File: src/rtl/rv32_wb_arbiter.sv
// rv32_wb_arbiter: fixed-priority writeback arbiter (ALU > promoted MDU > LSU > MDU) with MDU starvation promotion
module rv32_wb_arbiter #(
  parameter int STARVE_MAX = 4
) (
  input  logic        clk,
  input  logic        rst,
  input  logic        alu_valid,
  input  logic [4:0]  alu_rd,
  input  logic [31:0] alu_data,
  input  logic        lsu_valid,
  output logic        lsu_ready,
  input  logic [4:0]  lsu_rd,
  input  logic [31:0] lsu_data,
  input  logic        mdu_valid,
  output logic        mdu_ready,
  input  logic [4:0]  mdu_rd,
  input  logic [31:0] mdu_data,
  output logic        wb_we_n,
  output logic [4:0]  wb_id,
  output logic [31:0] wb_data,
  output logic        fwd_valid,
  output logic [4:0]  fwd_rd,
  output logic [31:0] fwd_data,
  output logic        mdu_starved
);
  localparam logic [3:0] SMAX = 4'(STARVE_MAX);
  logic [3:0]  cnt;
  logic        promoted, win, pick_mdu;
  logic [4:0]  win_rd;
  logic [31:0] win_data;
  assign promoted    = cnt == SMAX;
  assign mdu_starved = promoted;
  assign lsu_ready   = !alu_valid && !(mdu_valid && promoted);
  assign mdu_ready   = !alu_valid && (promoted || !lsu_valid);
  assign fwd_valid   = !wb_we_n;
  assign fwd_rd      = wb_id;
  assign fwd_data    = wb_data;
  always_comb begin
    pick_mdu = mdu_valid && mdu_ready;
    win      = alu_valid || lsu_valid || mdu_valid;
    win_rd   = alu_valid ? alu_rd : pick_mdu ? mdu_rd : lsu_rd;
    win_data = alu_valid ? alu_data : pick_mdu ? mdu_data : lsu_data;
  end
  // x0 writes are consumed but leave the enable deasserted
  always_ff @(posedge clk or negedge rst) begin
    if (!rst) begin
      cnt     <= 4'd0;
      wb_we_n <= 1'b1;
      wb_id   <= 5'd0;
      wb_data <= 32'd0;
    end else begin
      wb_we_n <= !(win && win_rd != 5'd0);
      if (win) begin
        wb_id   <= win_rd;
        wb_data <= win_data;
      end
      cnt <= (!mdu_valid || mdu_ready) ? 4'd0 : promoted ? cnt : cnt + 4'd1;
    end
  end
endmodule

File: config.mk
export PLATFORM = sky130hd
export DESIGN_NAME = rv32_wb_arbiter
export DESIGN_NICKNAME = d
export VERILOG_FILES = /design/src/rtl/rv32_wb_arbiter.sv
export SDC_FILE = /design/constraint.sdc
export NUM_CORES = 1
export LEC_CHECK = 0
export ABC_CLOCK_PERIOD_IN_PS = 3900
export CORE_MARGIN = 2
export CORE_UTILIZATION = 39
export CTS_CLUSTER_SIZE = 28
export DETAILED_ROUTE_END_ITERATION = 6
export GPL_TIMING_DRIVEN = 0
export HOLD_SLACK_MARGIN = 0.06
export PLACE_DENSITY = 0.84
export SKIP_CTS_REPAIR_TIMING = 1
export SYNTH_ARGS = -nofsm -noshare
export SYNTH_HDL_FRONTEND = slang
export SYNTH_SLANG_ARGS = --single-unit
File: constraint.sdc
create_clock -name clk -period 3.9 [get_ports clk]
set_input_delay 0.975 -clock clk [delete_from_list [all_inputs] [get_ports clk]]
set_output_delay 0.975 -clock clk [all_outputs]
set_load 0.02 [all_outputs]
Word-level counts from Yosys, hierarchy flattened

Index checks and enable logic that the tools add are counted.

Output and inout port bits: 79
Logic and storage cells: 29
Register bits after elaboration: 42
Bits of input ports: 116

Equal/unequal tests: 2
Multiplexer cells: 6
Add/subtract/negate cells: 1
Reduce and logical (&&, ||, !) cells: 16

Operator list:

| operator              | count |
|---|---|
| $mux W32              | 2 |
| $mux W5               | 2 |
| $mux W4               | 2 |
| $logic_not A1 Y1      | 6 |
| $logic_and A1 B1 Y1   | 5 |
| $reduce_bool A5 Y1    | 1 |
| $add A4 B1 Y4 const B | 1 |
| $eq A4 B3 Y1 const B  | 1 |
| $logic_or A1 B1 Y1    | 4 |
| $ne A2 B1 Y1 const B  | 1 |

Longest topological paths before layout

Depth in word-level cells: 9
Gate-level depth with buffers: 8
Mapped depth without buffers: 6

Least setup slack after synthesis

Ideal clock, no wire load.

Path type: input to output
From: input alu_valid
To: output lsu_ready
Required time: 2.925 ns
Path slack: 1.068 ns
Stages: 4
Arrival time: 1.857 ns
Path through: buf_2 buf_2 buf_1 a21oi_1

Longest elaborated chain between the ends: 2

Ends and longest elaborated chain:

| element             | line | source |
|---|---|---|
| from (decl)         | 7    | `input logic alu_valid,` |
| $logic_not A1 Y1    | 33   | `assign lsu_ready = !alu_valid && !(mdu_valid && promoted);` |
| $logic_and A1 B1 Y1 | 33   |  |
| to (decl)           | 11   | `output logic lsu_ready,` |

Every way passes these cells.

Worst setup path after layout

From: input alu_valid
To: output mdu_ready

Longest elaborated chain between the ends: 2

Ends and longest elaborated chain:

| element             | line | source |
|---|---|---|
| $logic_not A1 Y1    | 34   | `assign mdu_ready = !alu_valid && (promoted \|\| !lsu_valid);` |
| $logic_and A1 B1 Y1 | 34   |  |
| to (decl)           | 15   | `output logic mdu_ready,` |

Every way passes these cells.

==> results.py <==
metrics = {
    "outcome": {
        "status": "completed",
    },
    "power_and_ir_drop": {
        "p_sw_share_pct": 30.8,
        "p_comb_share_pct": 41.5,
        "clock_power_share_pct": 24.3,
        "power.density_nw_per_um2": 298,
        "seq_power_share_pct": 34.3,
        "finalPower_mw": 1.52,
        "internal_power_mw": 1.05,
        "max-vdd-ir-drop_mv": 0.164,
        "leakage_nw": 2.07,
        "switchingPower_mw": 0.469,
    },
    "yosys": {
        "synth_top_family_by_area": "simple AND/OR/NAND/NOR gates",
        "netlist.area_leader.share_pct": 35.3,
        "avgSynthCellArea_um2": 8.92,
        "ys_async_sr_fraction_pct": 100,
        "yosysSeqAreaShare_pct": 36.2,
        "synth-simple-area-share_pct": 24.7,
        "ys_warn_count": 0,
        "synth_top_area_cell": "dfrtp_1",
        "syn_nets": 444,
        "mappedNetlistArea_um2": 2910,
        "muxShareOfSynthArea_pct": 1.16,
        "ys_types": 34,
        "ys_top_cells_by_count": "dfrtp_1, and3_1, buf_4, nor2b_1, a211oi_1",
        "yosys.area_share.adder_pct": 0.861,
        "synth-compound-area-share_pct": 21.8,
        "synth.top_cells.by_area": "dfrtp_1, buf_4, a211oi_1",
        "synth.most_common_cell": "dfrtp_1",
        "synth_seq_cells": 42,
        "synth-edff-count": 0,
        "synth_xor_area_share_pct": 0.602,
        "synth_flop_cell": "dfrtp_1",
        "synthCells": 326,
    },
    "run": {
        "drv_cap": 0,
    },
    "worst_hold_path": {
        "min_path_type": "reg -> reg",
    },
    "sta": {
        "min_period_ns": 3.61,
        "slew_violations": 0,
        "setup_violations": 0,
        "slew_headroom_pct": 63.1,
        "rsz0062_at_grt": "false",
        "max_freq_ghz": 0.277,
        "fin_skew_ns": 0.00800,
        "tns_ns": 0,
        "finalCritPeriodShare_pct": 92.7,
        "worst_pin_slew_ns": 0.553,
        "hold_viol": 0,
        "layout_setup_ws_ns": 0.286,
    },
    "setup_path": {
        "worstPathRequired_ns": 2.92,
        "crit_slowest_cell": "clkdlybuf4s50_1",
        "cp_cell_sequence": "buf_2 -> buf_2 -> buf_1 -> nor2_1 -> clkdlybuf4s50_1",
        "rrSetupSlack_ns": 1.89,
        "crit_path_end_kind": "primary output",
        "cp-start-kind": "input pin",
        "cp_max_fo": 10,
        "critPathLaunch": "alu_valid",
        "arrival_ns": 2.64,
        "r2r_end": "fwd_data[26]$_DFFE_PN0N_",
        "critPathMaxStageDelay_ns": 0.56,
        "reg2reg_from": "cnt[0]$_DFFE_PN0P_",
        "rr_worst_depth": 8,
        "crit_end": "mdu_ready",
        "critical_path_class": "in -> out",
        "critPathMostFrequentCell": "buf_2",
    },
    "cts": {
        "clk_pin_slew_ns": 0.08,
        "clk_path_buf_depth": 2,
        "numCtsBuffers": 5,
        "htree_levels": 2,
        "clkSinkCount": 42,
        "clkLatencyLatePin_ns": 0.29,
        "tritoncts": "done",
        "root_buffer": "clkbuf_8",
    },
    "grt": {
        "grt_pass1_wl_um": 16800,
        "track_usage_pct": 25.3,
        "met2_usage_pct": 47.5,
        "use_met3_pct": 6.18,
        "grt_max_degree": 23,
        "top_usage_layer": "met2",
        "grt.overflow.total": 0,
        "grt_use_met1_pct": 28.9,
        "grt_antenna_before_repair": 0,
        "grt_pass1_vias": 3351,
    },
    "layout": {
        "n_fill_cell": 591,
        "multiInputGateArea_um2": 1430,
        "n_antenna_cell": 0,
        "area_growth_pct": 75.1,
        "nNetsFinal": 644,
        "stdcell_count": 626,
        "drive_above_1_share_pct": 12.3,
        "finish.instance_area_um2": 5090,
        "regArea_um2": 1050,
    },
    "route": {
        "remaining_drc_errors": 0,
        "drtPass1Iterations": 4,
        "detail-route-antenna-nets": 0,
        "via_count": 3180,
        "routedWlPerCell_um": 16.8,
        "drtIter0Drc": 97,
        "via_per_inst": 5.08,
        "finalWirelength_um": 10500,
    },
    "placement": {
        "dpl.hpwl_um": 8370,
        "io_buffers": 192,
        "dpl-instance-area_um2": 4980,
        "dp_slack_ns": 0.257,
        "place_inst": 618,
        "routabilityCongestion": 0.779,
    },
    "die": {
        "std_cell_rows": 31,
        "core_um2": 7250,
        "die-area_um2": 8160,
        "die_h_um": 90.3,
        "io_pins": 195,
        "initial_core_util_pct": 40.1,
        "die_w_um": 90.3,
    },
}
-- power groups by stage --
| stage | clock [mW] | combinational (mW) | sequential, mW |
|---|---|---|---|
| floorplan | 0 | 0.247 | 0.573 |
| global placement | 0 | 0.616 | 0.526 |
| detailed placement | 0 | 0.632 | 0.529 |
| CTS | 0.376 | 0.634 | 0.521 |
| global route | 0.387 | 0.669 | 0.526 |
| finish | 0.369 | 0.630 | 0.520 |
-- area by class of cell --
cell class	count	share of cell area, %
plain buffers	66	8.11
clock buffers	7	1.70
clock inverters	1	0.590
inverters	4	0.295
multi-input cells	214	28.0
flip-flops and latches	42	20.7
well taps	99	2.43
repair buffers	193	38.2
-- registers in the layout (all words and copies together), names as in the netlist --
| register | flops |
|---|---|
| cnt | 4 |
| fwd_data | 32 |
| fwd_rd | 5 |
| wb_we_n | 1 |
-- cell usage in the layout, fill, tap and decap left out, drive strengths merged --
cell	Yosys	routed
and2	1	1
dfrtp	41	41
buf	49	51
nand2	35	35
nand3	1	1
inv	4	4
a21oi	2	2
nor2b	38	38
clkbuf	17	24
xnor2	1	1
nor3	2	2
o21ai	1	1
o31a	3	3
nand4b	1	1
a211oi	35	35
ha	2	2
dfstp	1	1
nand2b	4	4
a2111oi	1	1
a32oi	1	1
bufinv	0	1
mux2	3	3
o31ai	34	34
clkdlybuf4s50	0	191
xor2	1	1
a21boi	3	3
and3b	1	1
and3	39	39
o41ai	1	1
nor2	4	4
-- worst max-delay path, delay by kind of cell --
family	cells	cell delay [ns]
buffers and inverters	4	1.52
AND/OR/NAND/NOR	1	0.13
-- metal layers --
metal | share of wire (%) | up-vias
met2 | 53 | 128
li1 | - | 1517
met1 | 40 | 1525
met3 | 6.1 | 10
met4 | 1.2 | 0
met5 | 0 | -
-- kinds of logic (layout without fill, tap and decap cells) --
family,after synthesis,in the layout
and+or+nand+nor,126,126
xor gates and xnor gates,2,2
adders and majority gates,2,2
buffers and inverters,70,271
AOI/OAI and AO/OA,81,81
DFF,42,42
muxes,3,3
-- worst min path at each step --
stage	start	endpoint	slack [ns]	cells past startpoint
6_report	fwd_data[30]$_DFFE_PN0N_	fwd_data[30]$_DFFE_PN0N_	0.51	2
5_1_grt	fwd_data[2]$_DFFE_PN0N_	fwd_data[2]$_DFFE_PN0N_	0.55	2
4_1_cts	fwd_data[30]$_DFFE_PN0N_	fwd_data[30]$_DFFE_PN0N_	0.52	2
3_5_place_dp	fwd_data[30]$_DFFE_PN0N_	fwd_data[30]$_DFFE_PN0N_	0.50	2
3_3_place_gp	fwd_data[28]$_DFFE_PN0N_	fwd_data[28]$_DFFE_PN0N_	0.49	2
2_1_floorplan	cnt[1]$_DFFE_PN0P_	cnt[1]$_DFFE_PN0P_	0.58	2
-- through the flow --
step	hold slack (ns)	utilization, %
after global placement	0.488	68.3
after detailed placement	0.496	68.6
after global routing	0.555	70.2
after CTS	0.516	70.2
after floorplan	0.575	-
final	0.512	70.2
No activity file was read; power rests on OpenSTA's default activity.
